===== src/rtl/multi_edge_event_sync.sv =====
// Multi-channel event synchroniser: each asynchronous input passes through a
// flop chain, edges are detected per EdgeMode and queued in a saturating
// per-channel pending counter that the consumer drains one event per ready.
module multi_edge_event_sync #(
  parameter int unsigned NumCh      = 4,
  parameter int unsigned SyncStages = 2,
  parameter int unsigned CntWidth   = 3,
  parameter int unsigned EdgeMode   = 0
) (
  input  logic                      clk_i,
  input  logic                      rst_ni,
  input  logic                      clear_i,
  input  logic [NumCh-1:0]          async_i,
  output logic [NumCh-1:0]          sync_o,
  output logic [NumCh-1:0]          evt_valid_o,
  input  logic [NumCh-1:0]          evt_ready_i,
  output logic [NumCh*CntWidth-1:0] pending_o,
  output logic [NumCh-1:0]          overflow_o
);

  localparam logic [CntWidth-1:0] CntMax = '1;
  localparam logic [CntWidth-1:0] CntOne = CntWidth'(1);

  for (genvar c = 0; c < NumCh; c++) begin : g_ch
    logic [SyncStages-1:0] chain_q;
    logic                  prev_q;
    logic                  evt;
    logic                  pop;
    logic [CntWidth-1:0]   cnt_q, cnt_d;
    logic                  ovf_q, ovf_d;

    // Synchroniser chain; stage 0 samples the asynchronous input, no logic between stages.
    always_ff @(posedge clk_i or negedge rst_ni) begin
      if (!rst_ni) begin
        chain_q <= '0;
      end else begin
        chain_q <= {chain_q[SyncStages-2:0], async_i[c]};
      end
    end

    assign sync_o[c] = chain_q[SyncStages-1];

    // Edge history: last cycle's synchronised level (updates even during clear).
    always_ff @(posedge clk_i or negedge rst_ni) begin
      if (!rst_ni) begin
        prev_q <= 1'b0;
      end else begin
        prev_q <= sync_o[c];
      end
    end

    if (EdgeMode == 1) begin : g_rise
      assign evt = sync_o[c] & ~prev_q;
    end else if (EdgeMode == 2) begin : g_fall
      assign evt = ~sync_o[c] & prev_q;
    end else begin : g_both
      assign evt = sync_o[c] ^ prev_q;
    end

    // Pop only counts when an event is actually pending, so the counter never underflows.
    assign pop = evt_ready_i[c] & (cnt_q != '0);

    // Pending counter next state: clear, then event+pop, then event, then pop.
    always_comb begin
      cnt_d = cnt_q;
      ovf_d = ovf_q;
      if (clear_i) begin
        cnt_d = '0;
        ovf_d = 1'b0;
      end else if (evt && pop) begin
        cnt_d = cnt_q;
      end else if (evt) begin
        if (cnt_q != CntMax) begin
          cnt_d = cnt_q + CntOne;
        end else begin
          ovf_d = 1'b1;
        end
      end else if (pop) begin
        cnt_d = cnt_q - CntOne;
      end
    end

    // Counter and sticky overflow registers.
    always_ff @(posedge clk_i or negedge rst_ni) begin
      if (!rst_ni) begin
        cnt_q <= '0;
        ovf_q <= 1'b0;
      end else begin
        cnt_q <= cnt_d;
        ovf_q <= ovf_d;
      end
    end

    assign evt_valid_o[c]                        = |cnt_q;
    assign pending_o[c*CntWidth +: CntWidth]     = cnt_q;
    assign overflow_o[c]                         = ovf_q;
  end

endmodule


===== config.mk =====
export PLATFORM = sky130hd
export DESIGN_NAME = multi_edge_event_sync
export DESIGN_NICKNAME = d
export VERILOG_FILES = /design/src/rtl/multi_edge_event_sync.sv
export SDC_FILE = /design/constraint.sdc
export NUM_CORES = 1
export LEC_CHECK = 0
export ABC_AREA = 0
export BUFFER_PORTS_ARGS = -buffer_cell sky130_fd_sc_hd__buf_2
export CAP_MARGIN = 20
export CORE_UTILIZATION = 40
export CTS_BUF_LIST = sky130_fd_sc_hd__clkbuf_8
export CTS_CLUSTER_SIZE = 14
export DETAILED_ROUTE_END_ITERATION = 10
export PLACE_DENSITY_LB_ADDON = 0.3
export SYNTH_ARGS = -nofsm -noshare
export SYNTH_HDL_FRONTEND = slang
export SYNTH_SLANG_ARGS = --single-unit

===== constraint.sdc =====
create_clock -name clk_i -period 1.8 [get_ports clk_i]
set_input_delay 0.36 -clock clk_i [delete_from_list [all_inputs] [get_ports clk_i]]
set_output_delay 0.36 -clock clk_i [all_outputs]
set_load 0.03 [all_outputs]

==> results.cfg, run 1 <==
[run_status]
status = finished, final reports clean

[clock_network]
cts-hold-fix-buffers = 0
htreeDepth = 1
clkSinkCount = 28
cts_root_buf = clkbuf_8
cts_buffer_depth = 2
tritoncts = built
cts_buffers = 3
insertion_delay_ns = 0.27
clkTransAtPathRegs_ns = 0.09

[floorplan]
fp.coreArea_sq_mm = 0.00403
fp.dieH_um = 67.0
rows = 23
die_w_um = 67.0
start_util = 0.419
io_pins = 35
die_area_sq_mm = 0.00449

[worst_setup_path]
cp.required_ns = 2.00
endpoint_kind = flop
r2r-end = g_ch[0].cnt_q[1]
r2r_slack_ns = 0.06
slowest_stage = fa_2
cp-endpoint = g_ch[0].cnt_q[1]
r2r-start = g_ch[0].prev_q
slowest_delay_ns = 0.56
path_cells = xor2_2 -> inv_2 -> fa_2 -> o32ai_1 -> or2_4 -> a31oi_1
path_max_fanout = 4
crit_start = g_ch[0].prev_q
critPathLaunchType = flop
arrival_ns = 1.94
r2r_cells = 6
path_class = flop to flop

[finish]
drive_gt1_frac = 0.333
finalInstanceArea_sq_mm = 0.00207
finalNetCount = 232
final_cell_mix = 34 x buf_2, 27 x dfrtp_1, 19 x buf_4, 16 x nor2_1, 12 x nand2_1
syn2layout_area_growth_pct = 22.3
final_common_cell = buf_2
num_antenna_cells = 0
nFillCells = 399
layout.cells.non_filler = 266

[synth]
syn_nets = 189
synth_top_area_frac = 0.415
yosys-top-cells-area = dfrtp_1 41%, fa_1 4.7%, nand2b_1 4.1%, buf_4 3.6%, nor2_1 3.6%
syn_inst = 174
ys_types = 41
avgSynthCellArea_sq_um = 9.71
yosys_warnings = 0
synth_largest_area_cell = dfrtp_1
async_flop_share = 1.00
ys_seq_area_frac = 0.415
synth_ff_type = dfrtp_1
ys_ff_latch = 28
synth_area_sq_mm = 0.00169
synth-edff-count = 0

[global_route]
grt_usage = 0.162
busiest_layer = met2
grt_pass1_vias = 1191
overflow = 0
grt_antenna_before_repair = 0
grt_use_met1 = 0.218
grt.met3_usage = 0.0394
grt_first_pass_wirelength_um = 5500
use_met2 = 0.261
grt_max_degree = 23

[timing]
drv_slew = 0
fin_crit_ns = 1.74
setup-tns-final_ns = 0
max_freq_mhz = 575
setup_violations = 0
rsz0062_at_grt = true
fin_hold_ws_ns = 0.00462
hold_violations = 0
finClkSkew_ns = 0.00372
max_slew_margin = 0.724
worst_pin_slew_ns = 0.413
fin_crit_sh = 0.967

[routing]
dr.pass1.iters = 4
drc = 0
ant_nets = 0
wirelength_um = 3320
num_vias = 1355
vias_per_cell = 5.09
drtIter0Drc = 62
wl_per_cell_um = 12.5

[placement]
dp_hpwl_um = 2330
gp_congestion = 0.778
dpl_cell_area_sq_mm = 0.00194
io_buffers = 34
dp_cells = 257

[pwr]
power_density_mw_per_mm2 = 1300
ir_worst_vdd_mv = 0.626
p_leak_nw = 0.980

[worst_hold_path]
hold_class = input port to async pin

[flow_run]
drv_cap = 0
==> worst min-delay path by stage <==
stage | startpoint | end | depth (start not counted)
floorplan | rst_ni | g_ch[0].chain_q[0] | 0
detailed placement | rst_ni | g_ch[1].cnt_q[0] | 1
global placement | rst_ni | g_ch[1].cnt_q[0] | 1
finish | rst_ni | g_ch[1].cnt_q[0] | 1
CTS | rst_ni | g_ch[1].cnt_q[0] | 1
global route | rst_ni | g_ch[2].chain_q[0] | 1
==> registers in the layout, summed over array words and instances (netlist names) <==
signal	cells
g_ch.chain_q	8
g_ch.cnt_q	12
g_ch.ovf_q	4
g_ch.prev_q	4
==> cell type report <==
type / instances / area, sq um / share of cell area
sequential: 28 / 702 / 0.340
clock buffer: 4 / 55.1 / 0.0267
inverter: 10 / 37.5 / 0.0182
multi-input combinational: 121 / 896 / 0.434
tap: 50 / 62.6 / 0.0303
timing repair buffer: 53 / 313 / 0.151
==> layer usage <==
| metal | up-vias | wire [um] |
|---|---|---|
| met2 | 21 | 1550 |
| met5 | - | 0 |
| met3 | 2 | 121 |
| li1 | 678 | - |
| met4 | 0 | 23 |
| met1 | 654 | 1620 |
==> cells by family (layout without fill, tap and decap cells) <==
group,count (synthesis),count (layout),share of synthesized area
AOI/OAI and AO/OA,36,36,0.153
adders and majority gates,4,4,0.0474
DFF,28,28,0.415
and+or+nand+nor,66,66,0.206
muxes,9,9,0.0578
buffers and inverters,25,67,0.0741
xor gates and xnor gates,6,6,0.0467
==> synth_stat cells (5+ instances only) <==
cell      count
inv_1        10
dfrtp_1      28
a31oi_1       7
nor2b_1       6
clkbuf_1      6
nor2_1       16
nand2_1      12
nand2b_1     11
o21ai_0       7
mux2i_1       5
buf_4         8
==> worst max-delay path, delay by kind of cell (launching register included) <==
kind | cells | cell delay, ns
fa+ha+maj | 1 | 0.56
flops | 1 | 0.41
simple gates | 1 | 0.24
xor+xnor | 1 | 0.20
compound gates | 2 | 0.19
buf+inv | 1 | 0.06
==> repair_timing <==
item,4_1_cts,5_1_grt
gates resized for setup,0,7
setup buffers,0,5
setup endpoints to repair,0,7
==> power by group <==
group / total, mW / switching, mW / internal (mW)
Sequential: 0.933 / 0.193 / 0.740
Clock: 0.385 / 0.189 / 0.196
Combinational: 1.36 / 0.809 / 0.555
==> stage by stage <==
step | util | setup WS, ns | total power, mW
after floorplan | - | -0.116 | 1.87
after global placement | 0.482 | 0.0605 | 2.23
after detailed placement | 0.482 | 0.0238 | 2.25
after CTS | 0.496 | 0.0135 | 2.64
after global routing | 0.513 | -0.0590 | 2.89
final | 0.513 | 0.0600 | 2.68
(Power assumes the default switching activity.)
==> run 2: changes to the inputs <==
Settings changed: HOLD_SLACK_MARGIN set to 0.05.
==> run 2 against run 1 <==
Compared with the run above:
- design area grew 0.48%
- power is essentially flat
- global-route usage is the same
==> results.cfg, run 2 (synthesis results as in run 1) <==
[run_status]
status = finished, final reports clean

[floorplan]
fp.coreArea_sq_mm = 0.00403
die_w_um = 67.0
fp.dieH_um = 67.0
start_util = 0.419
rows = 23
die_area_sq_mm = 0.00449
io_pins = 35

[worst_hold_path]
hold_class = input port to flop
min-delay-start = async_i[3]
worstHoldPathCells = 1
holdPathEnd = g_ch[3].chain_q[0]

[worst_setup_path]
arrival_ns = 1.94
slowest_delay_ns = 0.56
r2r-end = g_ch[0].cnt_q[1]
critPathTopFamily = adder cells
path_max_fanout = 4
path_buf_inv = 1
slowest_stage = fa_2
path_class = flop to flop
endpoint_kind = flop
r2r-start = g_ch[0].prev_q
crit_cells = 6
r2r_slack_ns = 0.06
cp.required_ns = 2.00
critPathLaunchType = flop
path_cells = xor2_2 -> inv_2 -> fa_2 -> o32ai_1 -> or2_4 -> a31oi_1
r2r_cells = 6

[finish]
final_cell_mix = 34 x buf_2, 27 x dfrtp_1, 19 x buf_4, 16 x nor2_1, 12 x nand2_1
drive_gt1_frac = 0.332
finalNetCount = 233
layout.cells.non_filler = 267
reg_top3 = g_ch.cnt_q: 12 flops, g_ch.chain_q: 8 flops
multi_input_area_sq_um = 896
finalInstanceArea_sq_mm = 0.00208
final_core_util = 0.515
regArea_sq_um = 702
num_antenna_cells = 0
largest_reg_flops = 12
syn2layout_area_growth_pct = 22.9
final_common_cell = buf_2
top_register = g_ch.cnt_q
nFillCells = 398

[timing]
setup_violations = 0
rsz0062_at_grt = true
setup-tns-final_ns = 0
hold_violations = 0
max_freq_mhz = 575
finClkSkew_ns = 0.00374
fin_crit_sh = 0.966
fin_crit_ns = 1.74
worst_pin_slew_ns = 0.414
drv_slew = 0
max_slew_margin = 0.724
fin_hold_ws_ns = 0.188

[pwr]
p_leak_nw = 0.984
seq_power_share = 0.348
power.switching_mw = 1.19
p_int_mw = 1.49
ir_worst_vdd_mv = 0.626
clockPowerShare = 0.143
power_frac_comb = 0.509
switching_share = 0.444
power_density_mw_per_mm2 = 1290

[clock_network]
cts_buffer_depth = 2
insertion_delay_ns = 0.27
htreeDepth = 1
cts_root_buf = clkbuf_8
tritoncts = built
cts_buffers = 3
clkSinkCount = 28
clkTransAtPathRegs_ns = 0.09

[global_route]
grt_max_degree = 23
grt_usage = 0.162
grt_antenna_before_repair = 0
grt_pass1_vias = 1191
grt_first_pass_wirelength_um = 5500
overflow = 0

[routing]
vias_per_cell = 5.09
dr.pass1.iters = 4
ant_nets = 0
drtIter0Drc = 62
wirelength_um = 3320
drc = 0
wl_per_cell_um = 12.4
num_vias = 1358

[placement]
dp_hpwl_um = 2330
io_buffers = 34
dp_cells = 257
dpl_cell_area_sq_mm = 0.00194
gp_congestion = 0.778

[flow_run]
drv_cap = 0
==> run 2: stage by stage <==
| stage | power (mW) | setup slack [ns] |
|---|---|---|
| after floorplan | 1.87 | -0.116 |
| after global placement | 2.23 | 0.0605 |
| after detailed placement | 2.25 | 0.0238 |
| after CTS | 2.65 | 0.0135 |
| after global routing | 2.89 | -0.0590 |
| final | 2.68 | 0.0605 |
==> run 2: final cells by class <==
class,instances,share of cell area
multi-input cells,121,0.432
flip-flops and latches,28,0.338
repair buffers,54,0.156
inverters,10,0.0181
well taps,50,0.0301
clock buffers,4,0.0265
==> run 2: timing repair <==
item,4_1_cts,5_1_grt
resized for setup,0,7
hold buffers,1,0
setup endpoints to repair,0,7
setup buffers,0,5
endpoints found under the hold margin,16,0
==> run 2: worst register-to-register path, delay by kind of cell (launching register included) <==
kind / cells / cell delay, ns
adder cells (fa/ha/maj): 1 / 0.56
flip-flops: 1 / 0.41
AND/OR/NAND/NOR: 1 / 0.24
XOR/XNOR: 1 / 0.20
AO/OA/AOI/OAI: 2 / 0.19
buffers and inverters: 1 / 0.06
==> run 2: worst max-delay path by stage <==
| stage | from | endpoint |
|---|---|---|
| 5_1_grt | g_ch[0].prev_q | g_ch[0].cnt_q[1] |
| 3_5_place_dp | g_ch[0].chain_q[1] | g_ch[0].cnt_q[1] |
| 6_report | g_ch[0].prev_q | g_ch[0].cnt_q[1] |
| 4_1_cts | g_ch[0].chain_q[1] | g_ch[0].cnt_q[2] |
| 2_1_floorplan | g_ch[0].chain_q[1] | g_ch[0].cnt_q[1] |
| 3_3_place_gp | g_ch[0].chain_q[1] | g_ch[0].cnt_q[2] |
==> run 2: per-layer routing <==
metal | wire, um | track usage | vias to the layer above
li1 | - | - | 681
met1 | 1620 | 0.218 | 652
met2 | 1550 | 0.261 | 23
met3 | 122 | 0.0394 | 2
met4 | 23 | 0.0319 | 0
met5 | 0 | 0 | -
==> run 2: power by group through the flow <==
stage	clock (mW)	combinational [mW]	sequential [mW]
after floorplan	0	0.751	1.12
after global placement	0	1.29	0.941
after detailed placement	0	1.31	0.942
after CTS	0.402	1.31	0.930
after global routing	0.424	1.50	0.963
final	0.385	1.37	0.933
==> run 3: changes to the inputs <==
Settings changed: CELL_PAD_IN_SITES_DETAIL_PLACEMENT set to 1, CELL_PAD_IN_SITES_GLOBAL_PLACEMENT set to 1, CORE_UTILIZATION 40 to 39.
==> run 3 against run 2 <==
Compared with the run above:
- sequential power rose by 3.6%
- clock skew barely moved
- fmax fell by 1.8%
- combinational power barely moved
- via count rose by 0.66%
- critical path depth did not move
- largest power group unchanged
- routed wire length rose by 21%
- largest cell class unchanged
- highest routed layer unchanged
- non-clock buffer count fell by 8
- clock-buffer cell count did not move
- register-to-register slack got worse by 0.03 ns
- first-iteration DRC count fell by 19%
==> results.cfg, run 3 (synthesis results as in run 1) <==
[run_status]
status = finished, final reports clean

[global_route]
grt_pass1_vias = 1350
grt_usage = 0.189
grt_antenna_before_repair = 0
overflow = 0
grt_first_pass_wirelength_um = 6460
grt_max_degree = 29

[clock_network]
tritoncts = built
cts_root_buf = clkbuf_8
cts_buffers = 3
htreeDepth = 1
cts-hold-fix-buffers = 0
clkSinkCount = 28
clkTransAtPathRegs_ns = 0.10
insertion_delay_ns = 0.27
cts_buffer_depth = 2

[pwr]
power_density_mw_per_mm2 = 1330
switching_share = 0.458
p_leak_nw = 0.947
ir_worst_vdd_mv = 0.470
seq_power_share = 0.356
power_mw = 2.72
clockPowerShare = 0.142
p_int_mw = 1.47
power_frac_comb = 0.502
power.switching_mw = 1.25

[timing]
drv_slew = 0
rsz0062_at_grt = true
worst_pin_slew_ns = 0.640
fin_crit_ns = 1.77
hold_violations = 0
setup_ws_ns = 0.0282
max_slew_margin = 0.573
finClkSkew_ns = 0.00362
max_freq_mhz = 564
fin_crit_sh = 0.984
setup_violations = 0

[routing]
wirelength_um = 4020
dr.pass1.iters = 4
ant_nets = 0
vias_per_cell = 5.28
drtIter0Drc = 50
drc = 0
wl_per_cell_um = 15.5
num_vias = 1367

[finish]
nFillCells = 492
finalNetCount = 225
final_common_cell = buf_2
drive_gt1_frac = 0.321
num_antenna_cells = 0
syn2layout_area_growth_pct = 20.7
regArea_sq_um = 702
largest_reg_flops = 12
reg_top3 = g_ch.cnt_q: 12 flops, g_ch.chain_q: 8 flops
final_cell_mix = 33 x buf_2, 27 x dfrtp_1, 16 x nor2_1, 12 x nand2_1, 12 x buf_4
multi_input_area_sq_um = 915
top_register = g_ch.cnt_q

[worst_setup_path]
path_cells = xor2_2 -> inv_2 -> fa_2 -> o32ai_1 -> or2_4 -> a31oi_4
endpoint_kind = flop
slowest_delay_ns = 0.56
cp.required_ns = 2.00
path_buf_inv = 1
critPathTopFamily = adder cells
crit_cells = 6
slowest_stage = fa_2
path_max_fanout = 4
r2r_cells = 6
path_class = flop to flop
arrival_ns = 1.97
critPathLaunchType = flop

[floorplan]
fp.coreArea_sq_mm = 0.00409
die_w_um = 67.8
fp.dieH_um = 67.8
die_area_sq_mm = 0.00460
start_util = 0.413
io_pins = 35
rows = 23

[placement]
gp_congestion = 0.758
dp_hpwl_um = 2940
io_buffers = 34
pre_cts_ws_ns = -0.0599

[flow_run]
drv_cap = 0

[worst_hold_path]
hold_class = input port to async pin
==> run 3: metal layers <==
metal | share of wire | GRT usage
met1 | 0.43 | 0.229
met2 | 0.54 | 0.350
met3 | 0.021 | 0.0250
met4 | 0.0050 | 0.0469
met5 | 0 | 0
==> run 3: final timing paths <==
check	from	endpoint	slack, ns
worst max-delay path	g_ch[0].chain_q[1]	g_ch[0].cnt_q[1]	0.03
worst min-delay path	rst_ni	g_ch[1].cnt_q[2]	0.1
worst max register to register	g_ch[0].chain_q[1]	g_ch[0].cnt_q[1]	0.03
worst min register to register	g_ch[3].chain_q[0]	g_ch[3].chain_q[1]	0.36
max in group asynchronous	rst_ni	g_ch[3].cnt_q[0]	1.24
min in group clk_i	async_i[1]	g_ch[1].chain_q[0]	0.19
==> run 3: power by group through the flow <==
stage	Clock, mW	Sequential (mW)	Combinational (mW)
CTS	0.403	0.967	1.31
floorplan	0	1.12	0.751
global route	0.427	0.999	1.49
finish	0.387	0.967	1.37
global placement	0	0.952	1.23
detailed placement	0	0.978	1.30
==> run 3: repair_timing <==
action                                  in CTS  in global routing
pin swaps                                    1                  4
buffers inserted                             1                  4
gates resized for setup                      2                 12
endpoints found under the setup margin       3                  7
==> run 3: final cells by class <==
| cell class | instances | share of cell area |
|---|---|---|
| repair buffers | 46 | 0.131 |
| multi-input cells | 121 | 0.449 |
| inverters | 10 | 0.0184 |
| well taps | 50 | 0.0307 |
| flip-flops and latches | 28 | 0.344 |
| clock buffers | 4 | 0.0270 |
==> run 3: per-stage QoR <==
stage	hold slack (ns)	utilization	std cells	TNS, ns	area [sq um]
final	0.0986	0.499	259	0	2040
after detailed placement	0.341	0.463	250	-0.0751	1890
after global placement	0.334	0.463	250	0	1890
after floorplan	0.0644	-	174	-0.217	1690
after CTS	0.116	0.480	255	-0.0179	1960
after global routing	0.131	0.499	259	-0.0419	2040
==> run 3: worst reg2reg max path, stage by stage, from the launching register on <==
cell     delay, ns
dfrtp_1       0.42
xor2_2        0.19
inv_2         0.06
fa_2          0.56
o32ai_1       0.08
or2_4         0.26
a31oi_4       0.12
